`src/rtl/pixel_stream_packer.sv`:
```
// pixel_stream_packer: packs a 24-bit RGB pixel stream (r in the lowest byte)
// into 32-bit words, four pixels per three words, with start-of-frame (out_user)
// and end-of-line (out_last) sideband on a valid/ready word stream.
// Optional geometry checker enabled by defining PIXEL_CHECK_EN; without it
// err is tied low and no checker logic exists.
// A short line whose leftover bytes do not fit in the same word takes one extra
// cycle to flush the zero-padded tail word; ready is held low during that cycle.
module pixel_stream_packer #(
    parameter int IMG_W     = 640,
    parameter int IMG_H     = 480,
    parameter int CNT_WIDTH = 10
) (
    input  logic        clk,
    input  logic        reset,
    input  logic [7:0]  r,
    input  logic [7:0]  g,
    input  logic [7:0]  b,
    input  logic        first,
    input  logic        last_x,
    input  logic        last_y,
    input  logic        valid,
    output logic        ready,
    output logic [31:0] out_data,
    output logic        out_valid,
    input  logic        out_ready,
    output logic        out_user,
    output logic        out_last,
    output logic        frame_done,
    output logic        err
);

    generate
        if ((IMG_W % 4) != 0 || (2 ** CNT_WIDTH) < IMG_W || (2 ** CNT_WIDTH) < IMG_H) begin : g_bad_geometry
            $error("pixel_stream_packer: IMG_W must be a multiple of 4 and fit CNT_WIDTH");
        end
    endgenerate

    typedef enum logic [1:0] {PH0, PH1, PH2, PH3} phase_e;

    phase_e      phase_q, phase_d, ph_eff;
    logic [23:0] buf_q, buf_d, buf_eff, pix;
    logic        sof_q, sof_d, sof_eff;
    logic        flush_q, flush_d;
    logic [31:0] data_q, data_d, word;
    logic        valid_q, valid_d, user_q, user_d, last_q, last_d;
    logic        fdone_q, fdone_d;
    logic        can_load, accept, flush_fire, emit, word_last;

    assign can_load   = !valid_q || out_ready;
    assign ready      = reset && !flush_q && can_load;
    assign accept     = valid && ready;
    assign flush_fire = flush_q && can_load;
    assign pix        = {b, g, r};

    // Phase FSM: decides which word (if any) this cycle emits and what remains buffered.
    always_comb begin
        phase_d   = phase_q;
        buf_d     = buf_q;
        flush_d   = flush_q;
        word      = '0;
        word_last = 1'b0;
        emit      = 1'b0;
        // first restarts packing, dropping any partially gathered bytes
        ph_eff    = first ? PH0 : phase_q;
        buf_eff   = first ? '0 : buf_q;
        if (flush_fire) begin
            word      = {8'h00, buf_q};
            word_last = 1'b1;
            emit      = 1'b1;
            buf_d     = '0;
            flush_d   = 1'b0;
        end else if (accept) begin
            case (ph_eff)
                PH0: begin
                    if (last_x) begin
                        word      = {8'h00, pix};
                        word_last = 1'b1;
                        emit      = 1'b1;
                        buf_d     = '0;
                        phase_d   = PH0;
                    end else begin
                        buf_d   = pix;
                        phase_d = PH1;
                    end
                end
                PH1: begin
                    word    = {r, buf_eff};
                    emit    = 1'b1;
                    buf_d   = {8'h00, b, g};
                    phase_d = last_x ? PH0 : PH2;
                    flush_d = last_x;
                end
                PH2: begin
                    word    = {g, r, buf_eff[15:0]};
                    emit    = 1'b1;
                    buf_d   = {16'h0000, b};
                    phase_d = last_x ? PH0 : PH3;
                    flush_d = last_x;
                end
                PH3: begin
                    word      = {b, g, r, buf_eff[7:0]};
                    word_last = last_x;
                    emit      = 1'b1;
                    buf_d     = '0;
                    phase_d   = PH0;
                end
                default: ;
            endcase
        end
    end

    // Output register and sideband: load on emit, drain on out_ready, hold otherwise.
    always_comb begin
        sof_eff = sof_q || (accept && first);
        sof_d   = emit ? 1'b0 : sof_eff;
        data_d  = data_q;
        valid_d = valid_q;
        user_d  = user_q;
        last_d  = last_q;
        if (emit) begin
            data_d  = word;
            valid_d = 1'b1;
            user_d  = sof_eff;
            last_d  = word_last;
        end else if (out_ready) begin
            valid_d = 1'b0;
            user_d  = 1'b0;
            last_d  = 1'b0;
        end
        fdone_d = accept && last_x && last_y;
    end

    // State registers, all cleared by the asynchronous reset.
    always_ff @(posedge clk or negedge reset) begin
        if (!reset) begin
            phase_q <= PH0;
            buf_q   <= '0;
            sof_q   <= 1'b0;
            flush_q <= 1'b0;
            data_q  <= '0;
            valid_q <= 1'b0;
            user_q  <= 1'b0;
            last_q  <= 1'b0;
            fdone_q <= 1'b0;
        end else begin
            phase_q <= phase_d;
            buf_q   <= buf_d;
            sof_q   <= sof_d;
            flush_q <= flush_d;
            data_q  <= data_d;
            valid_q <= valid_d;
            user_q  <= user_d;
            last_q  <= last_d;
            fdone_q <= fdone_d;
        end
    end

    assign out_data   = data_q;
    assign out_valid  = valid_q;
    assign out_user   = user_q;
    assign out_last   = last_q;
    assign frame_done = fdone_q;

`ifdef PIXEL_CHECK_EN
    localparam logic [CNT_WIDTH-1:0] X_LAST = CNT_WIDTH'(IMG_W - 1);
    localparam logic [CNT_WIDTH-1:0] Y_LAST = CNT_WIDTH'(IMG_H - 1);

    logic [CNT_WIDTH-1:0] x_q, x_d, y_q, y_d, x_eff, y_eff;
    logic                 err_q, err_d, bad;

    // Geometry tracking: position counters and the sticky error flag.
    always_comb begin
        x_eff = first ? '0 : x_q;
        y_eff = first ? '0 : y_q;
        x_d   = x_q;
        y_d   = y_q;
        err_d = err_q;
        bad   = 1'b0;
        if (accept) begin
            bad = (first && (x_q != '0 || y_q != '0))
               || (last_x && (x_eff != X_LAST))
               || (!last_x && (x_eff == X_LAST))
               || (last_x && (last_y != (y_eff == Y_LAST)));
            err_d = err_q || bad;
            if (last_x) begin
                x_d = '0;
                y_d = last_y ? '0 : y_eff + 1'b1;
            end else begin
                x_d = x_eff + 1'b1;
                y_d = y_eff;
            end
        end
    end

    // Checker registers.
    always_ff @(posedge clk or negedge reset) begin
        if (!reset) begin
            x_q   <= '0;
            y_q   <= '0;
            err_q <= 1'b0;
        end else begin
            x_q   <= x_d;
            y_q   <= y_d;
            err_q <= err_d;
        end
    end

    assign err = err_q;
`else
    assign err = 1'b0;
`endif

endmodule

```
`config.mk`:
```
export PLATFORM = sky130hd
export DESIGN_NAME = pixel_stream_packer
export DESIGN_NICKNAME = d
export VERILOG_FILES = /design/src/rtl/pixel_stream_packer.sv
export SDC_FILE = /design/constraint.sdc
export NUM_CORES = 1
export LEC_CHECK = 0
export BUFFER_PORTS_ARGS = -buffer_cell sky130_fd_sc_hd__buf_2
export CELL_PAD_IN_SITES_DETAIL_PLACEMENT = 1
export CELL_PAD_IN_SITES_GLOBAL_PLACEMENT = 2
export CORE_MARGIN = 8
export CORE_UTILIZATION = 25
export CTS_CLUSTER_DIAMETER = 60
export DETAILED_ROUTE_END_ITERATION = 12
export GPL_TIMING_DRIVEN = 1
export PLACE_DENSITY_LB_ADDON = 0.1
export SYNTH_ARGS = -nofsm -noshare
export SYNTH_HDL_FRONTEND = slang
export SYNTH_SLANG_ARGS = --single-unit
export TNS_END_PERCENT = 30
```
`constraint.sdc`:
```
create_clock -name clk -period 2.7 [get_ports clk]
set_input_delay 0.405 -clock clk [delete_from_list [all_inputs] [get_ports clk]]
set_output_delay 0.405 -clock clk [all_outputs]
set_load 0.02 [all_outputs]
```
# --- Word level (Yosys, flattened, before mapping) ---
# Cells that the tools add are included.
# Widths: inputs -> output; s select.
totals:
  output_inout_bits: 38
  inputBits: 31
  elab_cells: 61
  reg_bits: 64
classes:
  n_bitwise: 1
  muxes: 29
  reduce_logical: 19
  n_eq_ne: 3
ops:
  columns: ["cell", "n"]
  rows:
  - ["$pmux 32 s4", 1]
  - ["$mux 24", 5]
  - ["$pmux 24 s4", 1]
  - ["$mux 32", 2]
  - ["$mux 1", 14]
  - ["$pmux 2 s4", 1]
  - ["$logic_and 1x1->1", 7]
  - ["$mux 2", 3]
  - ["$reduce_bool 2->1", 3]
  - ["$eq 2x2->1 const B", 2]
  - ["$pmux 1 s2", 2]
  - ["$reduce_and 2->1", 2]
  - ["$reduce_or 3->1", 1]
  - ["$eq 2x1->1 const B", 1]
  - ["$logic_not 1->1", 2]
  - ["$logic_not 2->1", 1]
  - ["$logic_or 1x1->1", 2]
  - ["$reduce_or 2->1", 1]
  - ["$not 1->1", 1]

# --- Depth between registers and ports, before layout ---
# Gate-level depths: netlist (run 1).
logic_depth:
  ltp_word: 7
  ltp_mapped: 10
  depth_no_buf: 7

# --- Worst setup path after synthesis (run 1) ---
# No wires, ideal clock.
synth_path:
  path_type: "input to register"
  from: "input port first"
  to: "register data_q[8] (netlist: out_data[8])"
  setup_time_ps: 126
  cell_stages: 8
  path_buffers: 2
  required_time_ps: 2574
  arrival_time_ps: 2089
  path_slack_ps: 485
  path_cell_list: "nand2b_1 -> ha_1 -> buf_6 -> nor2b_4 -> buf_6 -> nor4b_4 -> nor2_2 -> a221o_1"
synth_via:
  elab_chain_len: 6
  elab_cells_between_ends: 13
  cone_classes: "eq/ne: 3; mux: 8; reduce/logical: 2"
synth_rtl:
  columns: ["item", "line_no", "source"]
  rows:
  - ["start, declared", "18", "input logic first,"]
  - ["$mux 2", "64", "ph_eff = first ? PH0 : phase_q;"]
  - ["$eq 2x2->1 or $eq 2x1->1 (tied branches)", "73", "case (ph_eff)"]
  - ["$reduce_or 3->1 (no line)", null, null]
  - ["$pmux 1 s2", "73", null]
  - ["$mux 1", "72", "end else if (accept) begin"]
  - ["$mux 1", "66", "if (flush_fire) begin"]
  - ["end signal, assigned", "150", "data_q <= data_d;"]
  - ["end, declared", "44", "logic [31:0] data_q, data_d, word;"]
# Several ways; a longest one is shown, not always the timed one.
# A chain may end at the register's enable or synchronous reset.

# --- Worst setup path in the final report (run 1) ---
layout_path:
  from: "register phase_q[1]"
  to: "register data_q[14] (netlist: out_data[14])"
layout_via:
  elab_chain_len: 6
  elab_cells_between_ends: 12
  cone_classes: "eq/ne: 3; mux: 7; reduce/logical: 2"
layout_rtl:
  columns: ["item", "line_no", "source"]
  rows:
  - ["start, declared", "40", "phase_e phase_q, phase_d, ph_eff;"]
  - ["start signal, assigned", "146", "phase_q <= phase_d;"]
  - ["$mux 2 (*)", "64", null]
  - ["$eq 2x2->1 or $eq 2x1->1 (tied branches)", "73", null]
  - ["$reduce_or 3->1 (no line)", null, null]
  - ["$pmux 1 s2", "73", null]
  - ["$mux 1", "72", null]
  - ["$mux 1", "66", null]
# Every way passes the cells marked *; elsewhere a longest branch is shown, timed or not.

==> results.py, run 1 <==
metrics = {
    "synth": {
        "synthArstFlopShare_pct": 100,
        "ys.flop_type": "dfrtp_1",
        "synth_area_leaders": "dfrtp_1, a22oi_1, a221o_1",
        "syn_avg_cell_area_um2": 9.72,
        "synthDistinctLibCells": 41,
        "ys_ff_latch": 64,
        "ys_warn_count": 0,
        "synth_edf_count": 0,
        "synth.net_count": 399,
        "yosys.area.top_type": "dfrtp_1",
        "netlist_area_um2": 3520,
        "yosysTopAreaCellShare_pct": 45.5,
        "syn_inst": 362,
        "synth-seq-area-share_pct": 45.5,
    },
    "finish": {
        "areaGrowthSynthToFinish_pct": 23.4,
        "num_antenna_cells": 0,
        "final_cells": 609,
        "drive_gt1_share_pct": 24.9,
        "nNetsFinal": 461,
        "fin_area_um2": 4340,
    },
    "power": {
        "peakVddDrop_mv": 0.355,
        "power_density_nw_per_um2": 1060,
        "p_leak_nw": 1.94,
    },
    "min_path": {
        "hold_path_class": "in2async",
    },
    "sta": {
        "finalCritPeriodShare_pct": 83.5,
        "max_freq_mhz": 444,
        "tns_ns": 0,
        "finClkSkew_ns": 0.00609,
        "setup_viol": 0,
        "whs_ns": 0.278,
        "fin_crit_ns": 2.25,
        "worst-slew-pin-transition_ns": 1.08,
        "setup_ws_ns": 0.446,
        "drv_slew": 0,
        "max-slew-margin-rel_pct": 27.3,
        "hold_viol_final": 0,
        "rsz0062_at_grt": "false",
    },
    "floorplan": {
        "dieArea_um2": 18100,
        "num_rows": 43,
        "core_area_um2": 13800,
        "die_w_um": 135,
        "initial_core_util_pct": 25.5,
        "die_h_um": 135,
        "io_pins": 69,
    },
    "clock_tree": {
        "path_clk_slew_ns": 0.06,
        "clk_latency_ns": 0.35,
        "ctsLongestPathBuffers": 2,
        "ctsHoldBuffers": 0,
        "numCtsBuffers": 9,
        "postCtsResizedCells": 0,
        "cts_max_level": 3,
        "cts_root_buffer": "clkbuf_16",
        "cts.sinks": 64,
        "cts_tree": "done",
        "postCtsSetupBuffers": 0,
    },
    "placed_design": {
        "place_ws_ns": 0.223,
        "numPortBuffers": 67,
        "gp_congestion": 0.786,
        "hpwl_um": 10200,
        "dp.cells": 593,
        "dpl_cell_area_um2": 4060,
    },
    "routing": {
        "wl_per_cell_um": 23.3,
        "num_vias": 3292,
        "wl_um": 14200,
        "drc": 0,
        "drtIter0Drc": 247,
        "routed_via_density": 5.41,
        "ant_nets": 0,
        "dr.pass1.iters": 4,
    },
    "global_route": {
        "grt_pass1_wl_um": 22800,
        "grt_max_degree": 65,
        "track_usage_pct": 16.6,
        "grt-ovfl-total": 0,
        "grt_pass1_vias": 3640,
        "antenna_found_initial": 0,
    },
    "setup_path": {
        "slowest_stage": "nor2_2",
        "start_kind": "flop",
        "crit_buf_inv": 0,
        "crit_chain": "nand2b_1 -> ha_1 -> nor2b_4 -> nor4b_4 -> nor2_2 -> a221o_1",
        "worstSetupPathType": "reg2reg",
        "cp.required_ns": 2.98,
        "crit_path_end_kind": "flop",
        "cp_top_family": "simple AND/OR/NAND/NOR gates",
        "slowest_delay_ns": 0.67,
        "crit_fanout": 18,
        "critical_path_arrival_ns": 2.53,
    },
    "flow_run": {
        "max_cap_viol_count": 0,
    },
    "outcome": {
        "status": "finished clean",
    },
}
==> per-layer routing <==
metal | track usage [%] | up-vias | share of wire, %
li1 | - | 1524 | -
met2 | 25.9 | 92 | 48
met5 | 0 | - | 0
met3 | 3.16 | 13 | 4.7
met1 | 22.1 | 1663 | 46
met4 | 6.67 | 0 | 1.6
==> per-stage QoR <==
step / utilization [%] / total power [mW]
after CTS: 31.4 / 4.70
after floorplan: - / 2.79
after global placement: 29.3 / 3.51
after global routing: 31.4 / 4.96
after detailed placement: 29.3 / 3.53
final: 31.4 / 4.61
==> cells in the final DEF, fill, tap and decap left out, types with 2 or more instances in the layout <==
master,count
nand3_1,13
buf_2,67
a22o_1,8
a31oi_1,9
a222oi_1,8
nor2b_1,4
a221oi_1,8
a22oi_1,23
clkinv_2,3
nand2b_1,6
a221o_1,16
a211o_1,8
buf_4,20
nand2_1,28
and2_1,2
inv_1,3
dfrtp_1,64
ha_1,6
a32o_1,8
o2bb2ai_1,8
clkbuf_8,3
nor3_1,16
a21boi_0,6
clkbuf_16,9
o21ai_0,10
nor2_1,19
a21oi_1,27
and3_1,13
==> logic make-up (layout without fill, tap and decap cells) <==
family	after synthesis	count (layout)	synth area share, %
mux	1	1	0.284
flops	64	64	45.5
compound gates	145	145	31.5
other cells	1	1	0.107
simple gates	106	106	15.3
fa+ha+maj	6	6	2.13
buf+inv	39	106	5.23
==> area by class of cell <==
class | instances | area [um^2]
Inverter | 3 | 11.3
Clock inverter | 3 | 15.0
Sequential cell | 64 | 1600
Tap cell | 180 | 225
Fill cell | 1587 | 9480
Clock buffer | 13 | 270
Multi-Input combinational cell | 259 | 1730
Timing Repair Buffer | 87 | 485
==> worst reg2reg max path, delay by kind of cell, from the launching register on <==
family	cells	cell delay [ns]
simple gates	4	1.27
flops	1	0.39
compound gates	1	0.29
fa+ha+maj	1	0.23
==> final timing paths <==
path                            slack [ns]         start  cells past startpoint            to
worst max-delay path                  0.45    phase_q[1]                      6  out_data[14]
worst min-delay path                  0.28         reset                      2      buf_q[8]
worst max register to register        0.45    phase_q[1]                      6  out_data[14]
worst min register to register        0.50  out_data[27]                      1  out_data[27]
max in group asynchronous             1.79         reset                      2     out_valid
min in group clk                      0.30        last_y                      2    frame_done
==> synth_stat cells (all sizes together), types with 2 or more instances <==
| cell type | n |
|---|---|
| o2bb2ai | 8 |
| and2 | 2 |
| a221o | 16 |
| inv | 3 |
| o21ai | 11 |
| nand2b | 6 |
| a21boi | 6 |
| buf | 14 |
| nor3 | 17 |
| a32o | 8 |
| a22oi | 23 |
| ha | 6 |
| a211o | 8 |
| nand3 | 13 |
| a222oi | 8 |
| clkbuf | 22 |
| a31oi | 9 |
| nor2b | 5 |
| a21oi | 27 |
| and3 | 13 |
| nor2 | 20 |
| a22o | 8 |
| a221oi | 8 |
| dfrtp | 64 |
| nand2 | 28 |
==> flip-flops by register name (all words and copies together) (netlist names) <==
| register | flops |
|---|---|
| buf_q | 24 |
| flush_q | 1 |
| frame_done | 1 |
| out_data | 32 |
| out_last | 1 |
| out_user | 1 |
| out_valid | 1 |
| phase_q | 2 |
| sof_q | 1 |
==> power by group <==
group,leakage [nW],internal (mW),switching [mW]
registers,0.833,1.33,0.234
logic,0.961,0.707,1.20
clock network,0.145,0.692,0.444
(Power assumes the default switching activity.)
==> run 2: changes to the inputs <==
Clock period 2.7 ns to 2.1 ns, I/O delays scaled along.
==> results.py, run 2 (same netlist as run 1, synthesis figures left out) <==
metrics = {
    "setup_path": {
        "r2r_slack_ns": 0.13,
        "cp.required_ns": 2.32,
        "critical_path_arrival_ns": 2.19,
        "crit_buf_inv": 1,
        "worstSetupPathType": "reg2reg",
        "crit_chain": "nand2b_1 -> inv_1 -> ha_1 -> or3_4 -> a32o_1 -> a22oi_1 -> a21oi_1",
        "crit_fanout": 8,
        "critPathLaunch": "phase_q[1]",
        "crit_path_end_kind": "flop",
        "rr_startpoint": "phase_q[1]",
        "slowest_delay_ns": 0.45,
        "start_kind": "flop",
        "cp_top_family": "simple AND/OR/NAND/NOR gates",
        "slowest_stage": "or3_4",
    },
    "floorplan": {
        "dieArea_um2": 18100,
        "core_area_um2": 13800,
        "num_rows": 43,
        "io_pins": 69,
        "die_w_um": 135,
        "initial_core_util_pct": 25.5,
        "die_h_um": 135,
    },
    "routing": {
        "dr.pass1.iters": 5,
        "wl_um": 14400,
        "drc": 0,
        "drtIter0Drc": 211,
        "num_vias": 3403,
        "ant_nets": 0,
        "wl_per_cell_um": 23.1,
        "routed_via_density": 5.44,
    },
    "finish": {
        "drive_gt1_share_pct": 27.6,
        "fill_cells": 1593,
        "num_antenna_cells": 0,
        "final_common_cell": "buf_2",
        "mostFrequentLayoutCells": "buf_2, dfrtp_1, buf_4",
        "largest_register_ffs": 32,
        "nNetsFinal": 477,
        "fin_area_um2": 4550,
        "areaGrowthSynthToFinish_pct": 29.2,
    },
    "sta": {
        "finClkSkew_ns": 0.00502,
        "drv_slew": 0,
        "whs_ns": 0.0133,
        "rsz0062_at_grt": "false",
        "setup_viol": 0,
        "worst-slew-pin-transition_ns": 0.747,
        "fin_crit_ns": 1.97,
        "hold_viol_final": 0,
        "max_freq_mhz": 507,
        "finalCritPeriodShare_pct": 93.9,
        "max-slew-margin-rel_pct": 50.2,
    },
    "placed_design": {
        "gp_congestion": 0.756,
        "dpl_cell_area_um2": 4240,
        "numPortBuffers": 67,
        "hpwl_um": 10300,
    },
    "global_route": {
        "grt_pass1_vias": 3747,
        "antenna_found_initial": 0,
        "track_usage_pct": 16.6,
        "grt-ovfl-total": 0,
        "grt_pass1_wl_um": 22900,
        "grt_max_degree": 55,
    },
    "clock_tree": {
        "cts.sinks": 64,
        "ctsLongestPathBuffers": 2,
        "path_clk_slew_ns": 0.05,
        "numCtsBuffers": 9,
        "clk_latency_ns": 0.34,
        "cts_tree": "done",
        "cts_max_level": 3,
        "cts_root_buffer": "clkbuf_16",
    },
    "flow_run": {
        "max_cap_viol_count": 0,
    },
    "power": {
        "total_power_mw": 6.16,
        "peakVddDrop_mv": 0.466,
        "p_leak_nw": 2.03,
        "power_density_nw_per_um2": 1360,
    },
    "outcome": {
        "status": "finished clean",
    },
    "min_path": {
        "hold_path_class": "in2async",
    },
}
## run 2: stage by stage
| stage | setup TNS, ns | setup slack [ns] | cells | util (%) |
|---|---|---|---|---|
| global route | 0 | 0.0230 | 625 | 32.9 |
| floorplan | 0 | 0.0161 | 362 | - |
| CTS | 0 | 0.0235 | 625 | 32.8 |
| global placement | 0 | 0.00211 | 609 | 30.7 |
| detailed placement | -0.374 | -0.0676 | 609 | 30.7 |
| finish | 0 | 0.128 | 625 | 32.9 |
## run 2: final cells by class
class / count / area [um^2] / share of cell area (%)
tap: 180 / 225 / 4.95
clock buffer: 13 / 260 / 5.73
sequential: 64 / 1600 / 35.2
clock inverter: 3 / 40.0 / 0.881
multi-input combinational: 259 / 1740 / 38.3
inverter: 3 / 11.3 / 0.248
timing repair buffer: 103 / 668 / 14.7
## run 2: what timing repair did
action / in CTS / in global routing
setup endpoints to repair: 0 / 8
resized for setup: 0 / 1
buffers inserted: 0 / 0
hold buffers: 0 / 0
## run 2: per-layer routing
metal	up-vias	track usage [%]	part of all wire (%)	wire length [um]
met2	83	27.3	49	7090
li1	1565	-	-	-
met3	10	4.90	5.1	742
met5	-	0	0	0
met1	1745	20.8	45	6430
met4	0	4.37	1.2	176
## run 2: path summary, 6_finish.rpt
path / depth (start not counted) / to
max in group asynchronous: 2 / out_data[0]
hold reg to reg: 1 / out_data[27]
min in group clk: 2 / frame_done
setup reg to reg: 7 / out_data[7]
setup / recovery: 7 / out_data[7]
hold / removal: 2 / out_valid
## run 2: report_power, final
| group | internal, mW | switching [mW] |
|---|---|---|
| clock | 0.980 | 0.552 |
| sequential | 1.71 | 0.301 |
| combinational | 1.03 | 1.59 |
==> run 3: changes to the inputs <==
Settings changed: CORE_MARGIN 8 to 1.5.
==> results.py, run 3 (same netlist as run 1, synthesis figures left out) <==
metrics = {
    "power": {
        "p_seq_share_pct": 33.3,
        "p_int_mw": 3.61,
        "peakVddDrop_mv": 0.546,
        "pwr-share-clk_pct": 24.0,
        "total_power_mw": 6.05,
        "power_density_nw_per_um2": 1340,
        "switching_power_mw": 2.44,
        "sw_frac_of_total_pct": 40.4,
        "p_comb_share_pct": 42.7,
        "p_leak_nw": 2.02,
    },
    "global_route": {
        "track_usage_pct": 20.4,
        "grt_max_degree": 54,
        "antenna_found_initial": 0,
        "grt-ovfl-total": 0,
        "grt_pass1_vias": 3622,
        "grt_pass1_wl_um": 22200,
    },
    "sta": {
        "finalCritPeriodShare_pct": 94.6,
        "hold_viol_final": 0,
        "rsz0062_at_grt": "false",
        "setup_viol": 0,
        "fin_crit_ns": 1.99,
        "finClkSkew_ns": 0.00484,
        "max_freq_mhz": 503,
        "worst-slew-pin-transition_ns": 0.735,
        "setup_ws_ns": 0.114,
        "drv_slew": 0,
        "max-slew-margin-rel_pct": 51.0,
    },
    "outcome": {
        "status": "finished clean",
    },
    "finish": {
        "drive_gt1_share_pct": 28.0,
        "areaGrowthSynthToFinish_pct": 28.0,
        "final_common_cell": "buf_2",
        "fin_util_pct": 32.6,
        "fin_area_um2": 4500,
        "largest_register_ffs": 32,
        "nNetsFinal": 475,
        "mostFrequentLayoutCells": "buf_2, dfrtp_1, buf_4",
        "final_cells": 623,
        "num_antenna_cells": 0,
    },
    "clock_tree": {
        "clk_latency_ns": 0.34,
        "cts_max_level": 3,
        "ctsLongestPathBuffers": 2,
        "cts.sinks": 64,
        "postCtsSetupBuffers": 0,
        "cts_root_buffer": "clkbuf_16",
        "path_clk_slew_ns": 0.05,
        "cts_tree": "done",
        "numCtsBuffers": 9,
    },
    "setup_path": {
        "crit_chain": "dlygate4sd3_1 -> buf_2 -> nor2b_1 -> nand3_1 -> buf_4 -> and3_1 -> a221o_1",
        "slowest_stage": "dlygate4sd3_1",
        "reg2reg_depth": 7,
        "crit_cells": 7,
        "crit_path_end_kind": "flop",
        "critical_path_arrival_ns": 2.21,
        "slowest_delay_ns": 0.52,
        "cp_top_family": "buffers and inverters",
        "cp.required_ns": 2.32,
        "crit_fanout": 24,
        "start_kind": "input pin",
        "crit_buf_inv": 3,
        "worstSetupPathType": "in2reg",
    },
    "placed_design": {
        "dp.cells": 606,
        "numPortBuffers": 67,
        "place_ws_ns": -0.0751,
        "dpl_cell_area_um2": 4190,
        "gp_congestion": 0.790,
        "hpwl_um": 9940,
    },
    "floorplan": {
        "die_h_um": 122,
        "die_w_um": 122,
        "initial_core_util_pct": 25.5,
        "core_area_um2": 13800,
        "io_pins": 69,
        "num_rows": 43,
        "dieArea_um2": 14800,
    },
    "flow_run": {
        "max_cap_viol_count": 0,
    },
    "min_path": {
        "hold_path_class": "in2reg",
        "whs_path_depth": 2,
    },
    "routing": {
        "wl_per_cell_um": 22.5,
        "drc": 0,
        "drtIter0Drc": 187,
        "ant_nets": 0,
        "dr.pass1.iters": 6,
        "wl_um": 14000,
        "num_vias": 3399,
        "routed_via_density": 5.46,
    },
}
## run 3: changes by cell type in the layout (fill, tap and decap cells not counted), sizes merged
cell	previous run	this run
buf	103	100
bufinv	1	0
clkinv	2	3
dlygate4sd3	0	1
## run 3: area by class of cell
type / instances / area [um^2]
clock inverter: 3 / 15.0
tap: 180 / 225
sequential: 64 / 1600
multi-input combinational: 259 / 1750
timing repair buffer: 101 / 631
inverter: 3 / 11.3
clock buffer: 13 / 270
fill: 1579 / 9320
## run 3: power groups by stage
stage | registers [mW] | logic, mW | clock network, mW
floorplan | 2.29 | 1.29 | 0
global placement | 2.02 | 2.58 | 0
detailed placement | 2.04 | 2.60 | 0
CTS | 2.03 | 2.60 | 1.50
global route | 2.09 | 2.84 | 1.55
finish | 2.02 | 2.59 | 1.45
## run 3: through the flow
| stage | TNS (ns) | hold slack (ns) |
|---|---|---|
| final | 0 | 0.224 |
| after CTS | 0 | 0.212 |
| after detailed placement | -0.366 | 0.365 |
| after floorplan | 0 | 0.0194 |
| after global routing | 0 | 0.225 |
| after global placement | -0.102 | 0.379 |
## run 3: final timing paths
path | from | endpoint | slack, ns
hold reg to reg | phase_q[0] | phase_q[0] | 0.49
hold / removal | last_y | frame_done | 0.22
setup / recovery | reset | buf_q[9] | 0.11
min in group asynchronous | reset | out_data[25] | 0.54
max in group asynchronous | reset | out_data[0] | 0.84
setup reg to reg | phase_q[0] | out_data[14] | 0.15
## run 3: repair_timing
item / in CTS / in global routing
setup endpoints to repair: 0 / 20
resized for setup: 0 / 5
endpoints found under the hold margin: 11 / 0
hold buffers: 1 / 0
## run 3: routing by layer
| layer | global-route usage (%) | vias up | part of all wire (%) |
|---|---|---|---|
| li1 | - | 1552 | - |
| met1 | 27.4 | 1733 | 47 |
| met2 | 32.4 | 100 | 47 |
| met3 | 5.52 | 14 | 4.7 |
| met4 | 5.44 | 0 | 1.5 |
| met5 | 0 | - | 0 |
